$ cat src/rtl/alu_multicycle.sv
// rtl/alu_multicycle.sv - unsigned ALU with single-cycle logic/add ops and iterative MUL/DIV
// Shift-add multiply and restoring divide run WIDTH iterations in EXEC; everything else completes at acceptance.
module alu_multicycle #(
  parameter int WIDTH = 16
) (
  input  logic             CK,
  input  logic             RST,
  input  logic [WIDTH-1:0] inputR1,
  input  logic [WIDTH-1:0] inputR2,
  input  logic [2:0]       instruction,
  input  logic             start,
  output logic [WIDTH-1:0] outputR,
  output logic             busy,
  output logic             done,
  output logic             zero,
  output logic             carry,
  output logic             div0
);

  localparam int CW = (WIDTH > 1) ? $clog2(WIDTH) : 1;
  localparam logic [CW-1:0] LAST = CW'(WIDTH - 1);

  localparam logic [2:0] OP_ADD  = 3'b000;
  localparam logic [2:0] OP_SUB  = 3'b001;
  localparam logic [2:0] OP_AND  = 3'b010;
  localparam logic [2:0] OP_MUL  = 3'b011;
  localparam logic [2:0] OP_OR   = 3'b100;
  localparam logic [2:0] OP_XOR  = 3'b101;
  localparam logic [2:0] OP_DIV  = 3'b110;
  localparam logic [2:0] OP_SLTU = 3'b111;

  typedef enum logic {IDLE, EXEC} state_t;

  state_t             state, state_nxt;
  logic [CW-1:0]      cnt, cnt_nxt;
  logic               is_div, is_div_nxt;
  logic [2*WIDTH-1:0] acc, acc_nxt;
  logic [2*WIDTH-1:0] mcand, mcand_nxt;
  logic [WIDTH-1:0]   mplier, mplier_nxt;
  logic [WIDTH-1:0]   rem, rem_nxt;
  logic [WIDTH-1:0]   quo, quo_nxt;
  logic [WIDTH-1:0]   dvsr, dvsr_nxt;
  logic [WIDTH-1:0]   res_nxt;
  logic               busy_nxt, done_nxt, zero_nxt, carry_nxt, div0_nxt;

  logic [WIDTH:0]     add_w, sub_w;
  logic [WIDTH-1:0]   fast_res;
  logic               fast_carry, fast_div0, fast_op;

  logic [2*WIDTH-1:0] mul_step;
  logic [WIDTH:0]     div_shift, div_diff;
  logic               div_ok;
  logic [WIDTH-1:0]   rem_step, quo_step;

  assign add_w = {1'b0, inputR1} + {1'b0, inputR2};
  assign sub_w = {1'b0, inputR1} - {1'b0, inputR2};

  // Result of anything that finishes on the accepting edge, including DIV by zero
  always_comb begin
    fast_res   = '0;
    fast_carry = 1'b0;
    fast_div0  = 1'b0;
    fast_op    = 1'b1;
    case (instruction)
      OP_ADD: begin
        fast_res   = add_w[WIDTH-1:0];
        fast_carry = add_w[WIDTH];
      end
      OP_SUB: begin
        fast_res   = sub_w[WIDTH-1:0];
        fast_carry = sub_w[WIDTH];
      end
      OP_AND:  fast_res = inputR1 & inputR2;
      OP_OR:   fast_res = inputR1 | inputR2;
      OP_XOR:  fast_res = inputR1 ^ inputR2;
      OP_SLTU: fast_res = {{(WIDTH-1){1'b0}}, (inputR1 < inputR2)};
      OP_MUL:  fast_op  = 1'b0;
      OP_DIV: begin
        if (inputR2 == '0) begin
          fast_res  = '1;
          fast_div0 = 1'b1;
        end else begin
          fast_op = 1'b0;
        end
      end
      default: fast_op = 1'b1;
    endcase
  end

  // One iteration of each multi-cycle algorithm, from the current working registers
  always_comb begin
    mul_step  = acc + (mplier[0] ? mcand : '0);
    div_shift = {rem, quo[WIDTH-1]};
    div_diff  = div_shift - {1'b0, dvsr};
    div_ok    = ~div_diff[WIDTH];
    rem_step  = div_ok ? div_diff[WIDTH-1:0] : div_shift[WIDTH-1:0];
    quo_step  = {quo[WIDTH-2:0], div_ok};
  end

  always_comb begin
    state_nxt  = state;
    cnt_nxt    = cnt;
    is_div_nxt = is_div;
    acc_nxt    = acc;
    mcand_nxt  = mcand;
    mplier_nxt = mplier;
    rem_nxt    = rem;
    quo_nxt    = quo;
    dvsr_nxt   = dvsr;
    res_nxt    = outputR;
    busy_nxt   = busy;
    done_nxt   = 1'b0;
    zero_nxt   = zero;
    carry_nxt  = carry;
    div0_nxt   = div0;
    case (state)
      IDLE: begin
        if (start) begin
          if (fast_op) begin
            res_nxt   = fast_res;
            carry_nxt = fast_carry;
            div0_nxt  = fast_div0;
            zero_nxt  = (fast_res == '0);
            done_nxt  = 1'b1;
          end else begin
            state_nxt  = EXEC;
            busy_nxt   = 1'b1;
            cnt_nxt    = '0;
            is_div_nxt = (instruction == OP_DIV);
            acc_nxt    = '0;
            mcand_nxt  = {{WIDTH{1'b0}}, inputR1};
            mplier_nxt = inputR2;
            rem_nxt    = '0;
            quo_nxt    = inputR1;
            dvsr_nxt   = inputR2;
          end
        end
      end
      EXEC: begin
        cnt_nxt    = cnt + 1'b1;
        acc_nxt    = mul_step;
        mcand_nxt  = {mcand[2*WIDTH-2:0], 1'b0};
        mplier_nxt = {1'b0, mplier[WIDTH-1:1]};
        rem_nxt    = rem_step;
        quo_nxt    = quo_step;
        // Final iteration: publish straight from the step logic so the result lands on edge k+WIDTH
        if (cnt == LAST) begin
          state_nxt = IDLE;
          busy_nxt  = 1'b0;
          done_nxt  = 1'b1;
          div0_nxt  = 1'b0;
          cnt_nxt   = '0;
          if (is_div) begin
            res_nxt   = quo_step;
            carry_nxt = 1'b0;
            zero_nxt  = (quo_step == '0);
          end else begin
            res_nxt   = mul_step[WIDTH-1:0];
            carry_nxt = |mul_step[2*WIDTH-1:WIDTH];
            zero_nxt  = (mul_step[WIDTH-1:0] == '0);
          end
        end
      end
      default: state_nxt = IDLE;
    endcase
  end

  always_ff @(posedge CK) begin
    if (RST) begin
      state   <= IDLE;
      cnt     <= '0;
      is_div  <= 1'b0;
      acc     <= '0;
      mcand   <= '0;
      mplier  <= '0;
      rem     <= '0;
      quo     <= '0;
      dvsr    <= '0;
      outputR <= '0;
      busy    <= 1'b0;
      done    <= 1'b0;
      zero    <= 1'b0;
      carry   <= 1'b0;
      div0    <= 1'b0;
    end else begin
      state   <= state_nxt;
      cnt     <= cnt_nxt;
      is_div  <= is_div_nxt;
      acc     <= acc_nxt;
      mcand   <= mcand_nxt;
      mplier  <= mplier_nxt;
      rem     <= rem_nxt;
      quo     <= quo_nxt;
      dvsr    <= dvsr_nxt;
      outputR <= res_nxt;
      busy    <= busy_nxt;
      done    <= done_nxt;
      zero    <= zero_nxt;
      carry   <= carry_nxt;
      div0    <= div0_nxt;
    end
  end

endmodule

$ cat config.mk
export PLATFORM = sky130hd
export DESIGN_NAME = alu_multicycle
export DESIGN_NICKNAME = d
export VERILOG_FILES = /design/src/rtl/alu_multicycle.sv
export SDC_FILE = /design/constraint.sdc
export NUM_CORES = 1
export LEC_CHECK = 0
export CAP_MARGIN = 40
export CORE_UTILIZATION = 45
export DETAILED_ROUTE_END_ITERATION = 8
export MAX_ROUTING_LAYER = met4
export PLACE_DENSITY = 0.65
export SYNTH_ARGS = -nofsm -noshare
export SYNTH_HDL_FRONTEND = slang
export SYNTH_SLANG_ARGS = --single-unit
$ cat constraint.sdc
create_clock -name CK -period 10.7 [get_ports CK]
set_clock_uncertainty 0.2 [all_clocks]
set_input_delay 1.605 -clock CK [delete_from_list [all_inputs] [get_ports CK]]
set_output_delay 1.605 -clock CK [all_outputs]
set_load 0.05 [all_outputs]
==> flow_metrics.env, run 1 <==
export IMPL_crit_buf_inv=1
export IMPL_cts_hold_buffers=0
export IMPL_clock_latency_ps=430
export IMPL_cp_depth=13
export IMPL_drt_iter0_markers=1187
export IMPL_yosysTopAreaCell="dfxtp_1"
export IMPL_synth_adder_area_share_pct=11.7
export IMPL_wirelength_um=36400
export IMPL_drv_cap=0
export IMPL_slew_headroom_pct=39.8
export IMPL_clk_pin_slew_worst_paths_ps=70
export IMPL_cts_max_level=4
export IMPL_synth_flop_cell="dfxtp_1"
export IMPL_layout_min_cycle_time_ps=5430
export IMPL_synth_xor_area_share_pct=3.90
export IMPL_antenna_found_initial=0
export IMPL_routedWlPerCell_um=18.4
export IMPL_num_io_pins=59
export IMPL_final_max_slew_violation_count=0
export IMPL_syn_nets=1783
export IMPL_coreArea_mm2=0.0260
export IMPL_numPortBuffers=58
export IMPL_grtUsageTotal_pct=28.2
export IMPL_synth_edff_count=0
export IMPL_cp_slowest_stage_delay_ps=580
export IMPL_avgSynthCellArea_um2=7.28
export IMPL_power_uw=1610
export IMPL_worst_slew_pin_slew_ps=900
export IMPL_hpwl_um=26200
export IMPL_setup_worst_path_start_class="primary input"
export IMPL_synth_distinct_cells=84
export IMPL_routed_via_density=5.87
export IMPL_synth_seq_cells=155
export IMPL_hold_path_class="reg -> reg"
export IMPL_critPathCapture="zero"
export IMPL_synthTopCellsByCount="236 x a21oi_1, 209 x nand2_1, 187 x nor2_1"
export IMPL_r2r_start="mplier[0]"
export IMPL_yosysMostFrequentCell="a21oi_1"
export IMPL_die_w_um=165
export IMPL_placementRows=59
export IMPL_period_share_pct=50.7
export IMPL_grt_ovfl_total=0
export IMPL_worstPathCellList="clkdlybuf4s50_1 -> ha_1 -> fa_1 -> or2_2 -> a221oi_1 -> o311ai_0 -> mux2i_1 -> o31ai_1 -> a211oi_1 -> nand2_1 -> or4_4 -> nor4_2 -> a21o_1"
export IMPL_yosys_top_cells_area="dfxtp_1 26%, ha_1 11%, a21oi_1 9.9%, nand2_1 6.6%, nor2_1 5.9%"
export IMPL_cts_tree="yes"
export IMPL_grt_max_degree=88
export IMPL_synth_top_family_by_area="simple AND/OR/NAND/NOR gates"
export IMPL_cts_setup_buffers=0
export IMPL_p_leak_uw=0.00546
export IMPL_syn_area_mm2=0.0119
export IMPL_insertedDiodeCount=0
export IMPL_end_kind="flop"
export IMPL_root_buffer="clkbuf_16"
export IMPL_cpMaxStageDelayCell="clkdlybuf4s50_1"
export IMPL_place_congestion=0.991
export IMPL_clockBufferDepth=2
export IMPL_synth_compound_area_share_pct=25.0
export IMPL_cts_resized=0
export IMPL_die_h_um=165
export IMPL_r2r_end="carry"
export IMPL_ant_nets=0
export IMPL_grt_first_pass_wirelength_um=58400
export IMPL_cp_arrival_ps=5600
export IMPL_required_ps=10870
export IMPL_yosysWarnings=0
export IMPL_synthMuxAreaShare_pct=1.73
export IMPL_ys_seq_area_share_pct=26.1
export IMPL_setup_tns_ps=0
export IMPL_path_delay_family="compound AO/OA/AOI/OAI gates"
export IMPL_startpoint="inputR2[0]"
export IMPL_dr_total_vias=11600
export IMPL_grt_pass1_vias=10700
export IMPL_r2r_worst_path_cells=14
export IMPL_start_util_pct=45.8
export IMPL_yosys_area_share_simple_pct=26.0
export IMPL_r2r_slack_ps=6290
export IMPL_synth_top_area_share_pct=26.1
export IMPL_drc=0
export IMPL_setup_viol=0
export IMPL_async_reset_ff_share_pct=0
export IMPL_hold_viol_final=0
export IMPL_synthCells=1636
export IMPL_fin_nets=1779
export IMPL_power_density_mw_per_mm2=121
export IMPL_clkSinkCount=155
export IMPL_fin_area_mm2=0.0133
export IMPL_first_pass_iters=5
export IMPL_run_status="finished, final reports clean"
export IMPL_ir_drop_mv=0.0886
export IMPL_drive_gt1_share_pct=5.23
export IMPL_die_area_mm2=0.0271
export IMPL_timing_fmax_mhz=184
export IMPL_rsz0062_at_grt="no"
export IMPL_placed_cell_area_mm2=0.0127
export IMPL_worstSetupPathType="in -> reg"
export IMPL_syn_to_final_growth_pct=11.4
export IMPL_worstPathMaxFanout=6
export IMPL_cts_made_buffers=17
-- placed cells by master (no fill, tap or decap), types with 19 or more instances in the layout --
cell and n:
and3_1 52, inv_1 73, dfxtp_1 154, ha_1 105, clkdlybuf4s50_1 57, o211ai_1 19
nand3_1 23, nand2_1 209, nor3_1 31, nand2b_1 22, xor2_1 19, nor2_1 186
a21o_1 20, and2_1 36, a21oi_1 236, xnor2_1 34, o21ai_0 59
-- worst min-delay path: stages (launching register included) --
cell	delay, ps
dfxtp_1	310
nand2_1	50
a21oi_1	50
-- flip-flops by register name, indices dropped and copies added, names as in the netlist, 4 cells and up --
| register | flops |
|---|---|
| cnt | 4 |
| rem | 16 |
| outputR | 16 |
| mcand | 32 |
| acc | 32 |
| quo | 16 |
| dvsr | 16 |
| mplier | 16 |
-- report_power, final --
group	internal [uW]	switching, uW
combinational	143	244
sequential	594	18.4
clock	329	276
total	1070	539
-- metrics by stage --
stage / setup slack (ps) / hold slack (ps) / util (%) / std cells
floorplan: 6110 / 236 / - / 1636
detailed placement: 4870 / 246 / 48.8 / 1948
global route: 5050 / 281 / 51.1 / 1980
CTS: 5320 / 256 / 51.1 / 1980
global placement: 4990 / 240 / 48.7 / 1946
finish: 5270 / 255 / 51.1 / 1980
-- routing by layer --
layer	part of all wire, %	global-route usage, %	up-vias	wire length [um]
li1	-	-	5784	-
met1	47	37.5	5460	17000
met2	46	44.9	329	16800
met3	5.3	3.44	48	1940
met4	1.8	7.34	0	642
met5	0	-	-	0
-- cell type report --
type	count	area, um^2
Inverter	73	274
Sequential cell	155	3110
Tap cell	335	419
Fill cell	2589	12700
Multi-Input combinational cell	1310	8160
Timing Repair Buffer	75	726
Clock buffer	17	425
Clock inverter	15	155
-- cells by family (layout without fill, tap and decap cells) --
kind of cell    after synthesis  count (layout)
flops                       155             155
buf+inv                     171             180
mux                          19              19
compound gates              478             478
xor+xnor                     53              53
fa+ha+maj                   109             109
simple gates                651             651
-- worst min path at each step --
| stage | depth (start not counted) | from | slack [ps] | endpoint |
|---|---|---|---|---|
| 6_report | 2 | outputR[9] | 250 | outputR[9] |
| 5_1_grt | 2 | outputR[10] | 280 | outputR[10] |
| 4_1_cts | 2 | outputR[9] | 260 | outputR[9] |
| 3_5_place_dp | 2 | outputR[9] | 250 | outputR[9] |
| 3_3_place_gp | 2 | outputR[6] | 240 | outputR[6] |
| 2_1_floorplan | 2 | dvsr[10] | 240 | dvsr[10] |
No activity file was read; power rests on OpenSTA's default activity.
==> inputs of run 2 (changes only) <==
--- a/config.mk
+++ b/config.mk
@@ -9,7 +9,7 @@
 export CORE_UTILIZATION = 45
 export DETAILED_ROUTE_END_ITERATION = 8
 export MAX_ROUTING_LAYER = met4
-export PLACE_DENSITY = 0.65
+export PLACE_DENSITY = 0.67
 export SYNTH_ARGS = -nofsm -noshare
 export SYNTH_HDL_FRONTEND = slang
 export SYNTH_SLANG_ARGS = --single-unit
==> constraint.sdc (replaced) <==
create_clock -name CK -period 4.5 [get_ports CK]
set_clock_uncertainty 0.2 [all_clocks]
set_input_delay 0.675 -clock CK [delete_from_list [all_inputs] [get_ports CK]]
set_output_delay 0.675 -clock CK [all_outputs]
set_load 0.05 [all_outputs]
==> flow_metrics.env, run 2 (same netlist as run 1, synthesis figures left out) <==
export IMPL_ir_drop_mv=0.238
export IMPL_placedCellCount=2008
export IMPL_run_status="finished, final reports clean"
export IMPL_slew_headroom_pct=39.2
export IMPL_routed_via_density=5.81
export IMPL_required_ps=4590
export IMPL_worstPathCellList="and2_1 -> ha_1 -> fa_1 -> a211oi_2 -> o211ai_1 -> a21oi_2 -> a21oi_1 -> o41ai_2 -> xnor2_1 -> or4b_1 -> nor4bb_1 -> a41o_1 -> a211oi_1"
export IMPL_cp_slowest_stage_delay_ps=540
export IMPL_dr_total_vias=11900
export IMPL_die_w_um=165
export IMPL_setup_worst_path_start_class="flop"
export IMPL_worst_slew_pin_slew_ps=912
export IMPL_final_common_cell="a21oi_1"
export IMPL_clockBufferDepth=2
export IMPL_layout_min_cycle_time_ps=4250
export IMPL_insertedDiodeCount=0
export IMPL_ant_nets=0
export IMPL_hold_viol_final=0
export IMPL_clk_pin_slew_worst_paths_ps=80
export IMPL_power_frac_comb_pct=25.1
export IMPL_routedWlPerCell_um=17.7
export IMPL_cts_made_buffers=17
export IMPL_num_io_pins=59
export IMPL_fin_nets=1839
export IMPL_cpMaxStageDelayCell="or4b_1"
export IMPL_cts_max_level=4
export IMPL_placed_cell_area_mm2=0.0132
export IMPL_p_int_uw=2600
export IMPL_timing_fmax_mhz=235
export IMPL_worstPathMaxFanout=13
export IMPL_start_util_pct=45.8
export IMPL_clkSinkCount=155
export IMPL_syn_to_final_growth_pct=16.0
export IMPL_wirelength_um=36200
export IMPL_place_congestion=0.970
export IMPL_placementRows=59
export IMPL_first_pass_iters=5
export IMPL_most_common_layout_cells="236 x a21oi_1, 209 x nand2_1, 186 x nor2_1"
export IMPL_setup_viol=0
export IMPL_fin_area_mm2=0.0138
export IMPL_fin_util_pct=53.2
export IMPL_power_uw=3920
export IMPL_grt_first_pass_wirelength_um=57800
export IMPL_grt_pass1_vias=11000
export IMPL_die_area_mm2=0.0271
export IMPL_end_kind="flop"
export IMPL_clock_latency_ps=430
export IMPL_coreArea_mm2=0.0260
export IMPL_cp_arrival_ps=4340
export IMPL_final_max_slew_violation_count=0
export IMPL_rsz0062_at_grt="no"
export IMPL_cts_setup_buffers=0
export IMPL_numPortBuffers=58
export IMPL_power_density_mw_per_mm2=284
export IMPL_worstSetupPathType="reg -> reg"
export IMPL_drv_cap=0
export IMPL_p_seq_share_pct=37.0
export IMPL_largestRegisters="acc x32, mcand x32"
export IMPL_swShare_pct=33.8
export IMPL_worst_hold_slack_ps=253
export IMPL_clkPwrFrac_pct=37.9
export IMPL_hold_path_class="reg -> reg"
export IMPL_root_buffer="clkbuf_16"
export IMPL_p_switching_uw=1320
export IMPL_die_h_um=165
export IMPL_drc=0
export IMPL_drt_iter0_markers=1020
export IMPL_period_share_pct=94.4
export IMPL_finalNonFillerCells=2040
export IMPL_grtUsageTotal_pct=27.8
export IMPL_grt_ovfl_total=0
export IMPL_p_leak_uw=0.00578
export IMPL_grt_max_degree=98
export IMPL_hpwl_um=26700
export IMPL_cts_tree="yes"
export IMPL_drive_gt1_share_pct=8.56
export IMPL_antenna_found_initial=0
export IMPL_fill_cells=2494
==> run 2: cell count changes in the layout (fill, tap and decap cells not counted), sizes merged <==
cell | before | now
buf | 18 | 78
clkinvlp | 1 | 3
clkinv | 6 | 5
inv | 80 | 79
==> run 2: final timing paths <==
check                                 from          to  slack (ps)  cells after the start
worst min register to register  outputR[4]  outputR[4]         250                      2
worst max-delay path             mplier[0]       carry         250                     13
worst max register to register   mplier[0]       carry         250                     13
worst min-delay path            outputR[4]  outputR[4]         250                      2
==> run 2: routing by layer <==
layer,share of wire (%),up-vias,wire (um),global-route usage (%)
li1,-,5894,-,-
met3,5.6,53,2040,3.69
met5,0,-,0,-
met1,46,5560,16700,36.6
met4,3.2,0,1150,9.59
met2,45,344,16400,43.7
==> run 2: power by group through the flow <==
stage / logic (uW) / registers (uW) / clock network (uW)
final: 983 / 1450 / 1490
after detailed placement: 967 / 1480 / 0
after CTS: 974 / 1450 / 1520
after global routing: 1070 / 1460 / 1570
after global placement: 962 / 1480 / 0
after floorplan: 605 / 1520 / 0
==> run 2: layout make-up <==
type                            instances  area, um^2  share of cell area [%]
Tap cell                              335         419                    3.03
Timing Repair Buffer                  135        1240                    8.97
Clock inverter                         15         185                    1.34
Multi-Input combinational cell       1310        8160                    59.1
Sequential cell                       155        3110                    22.5
Inverter                               73         274                    1.98
Clock buffer                           17         425                    3.08
==> run 2: metrics by stage <==
stage                     TNS [ps]  worst slack, ps
after global routing             0             24.8
after floorplan                  0              837
after detailed placement     -9.67            -9.67
after CTS                        0              294
after global placement           0             48.3
final                            0              252
==> run 2: critical path: cells and delay by family (launching register included) <==
kind / cells / cell delay (ps)
AOI/OAI and AO/OA: 7 / 1450
xor gates and xnor gates: 1 / 140
and+or+nand+nor: 3 / 1170
adders and majority gates: 2 / 680
DFF: 1 / 480
==> run 2: what timing repair did <==
action,CTS,global route
setup endpoints to repair,0,1
hold buffers,0,0
gates resized for setup,0,1
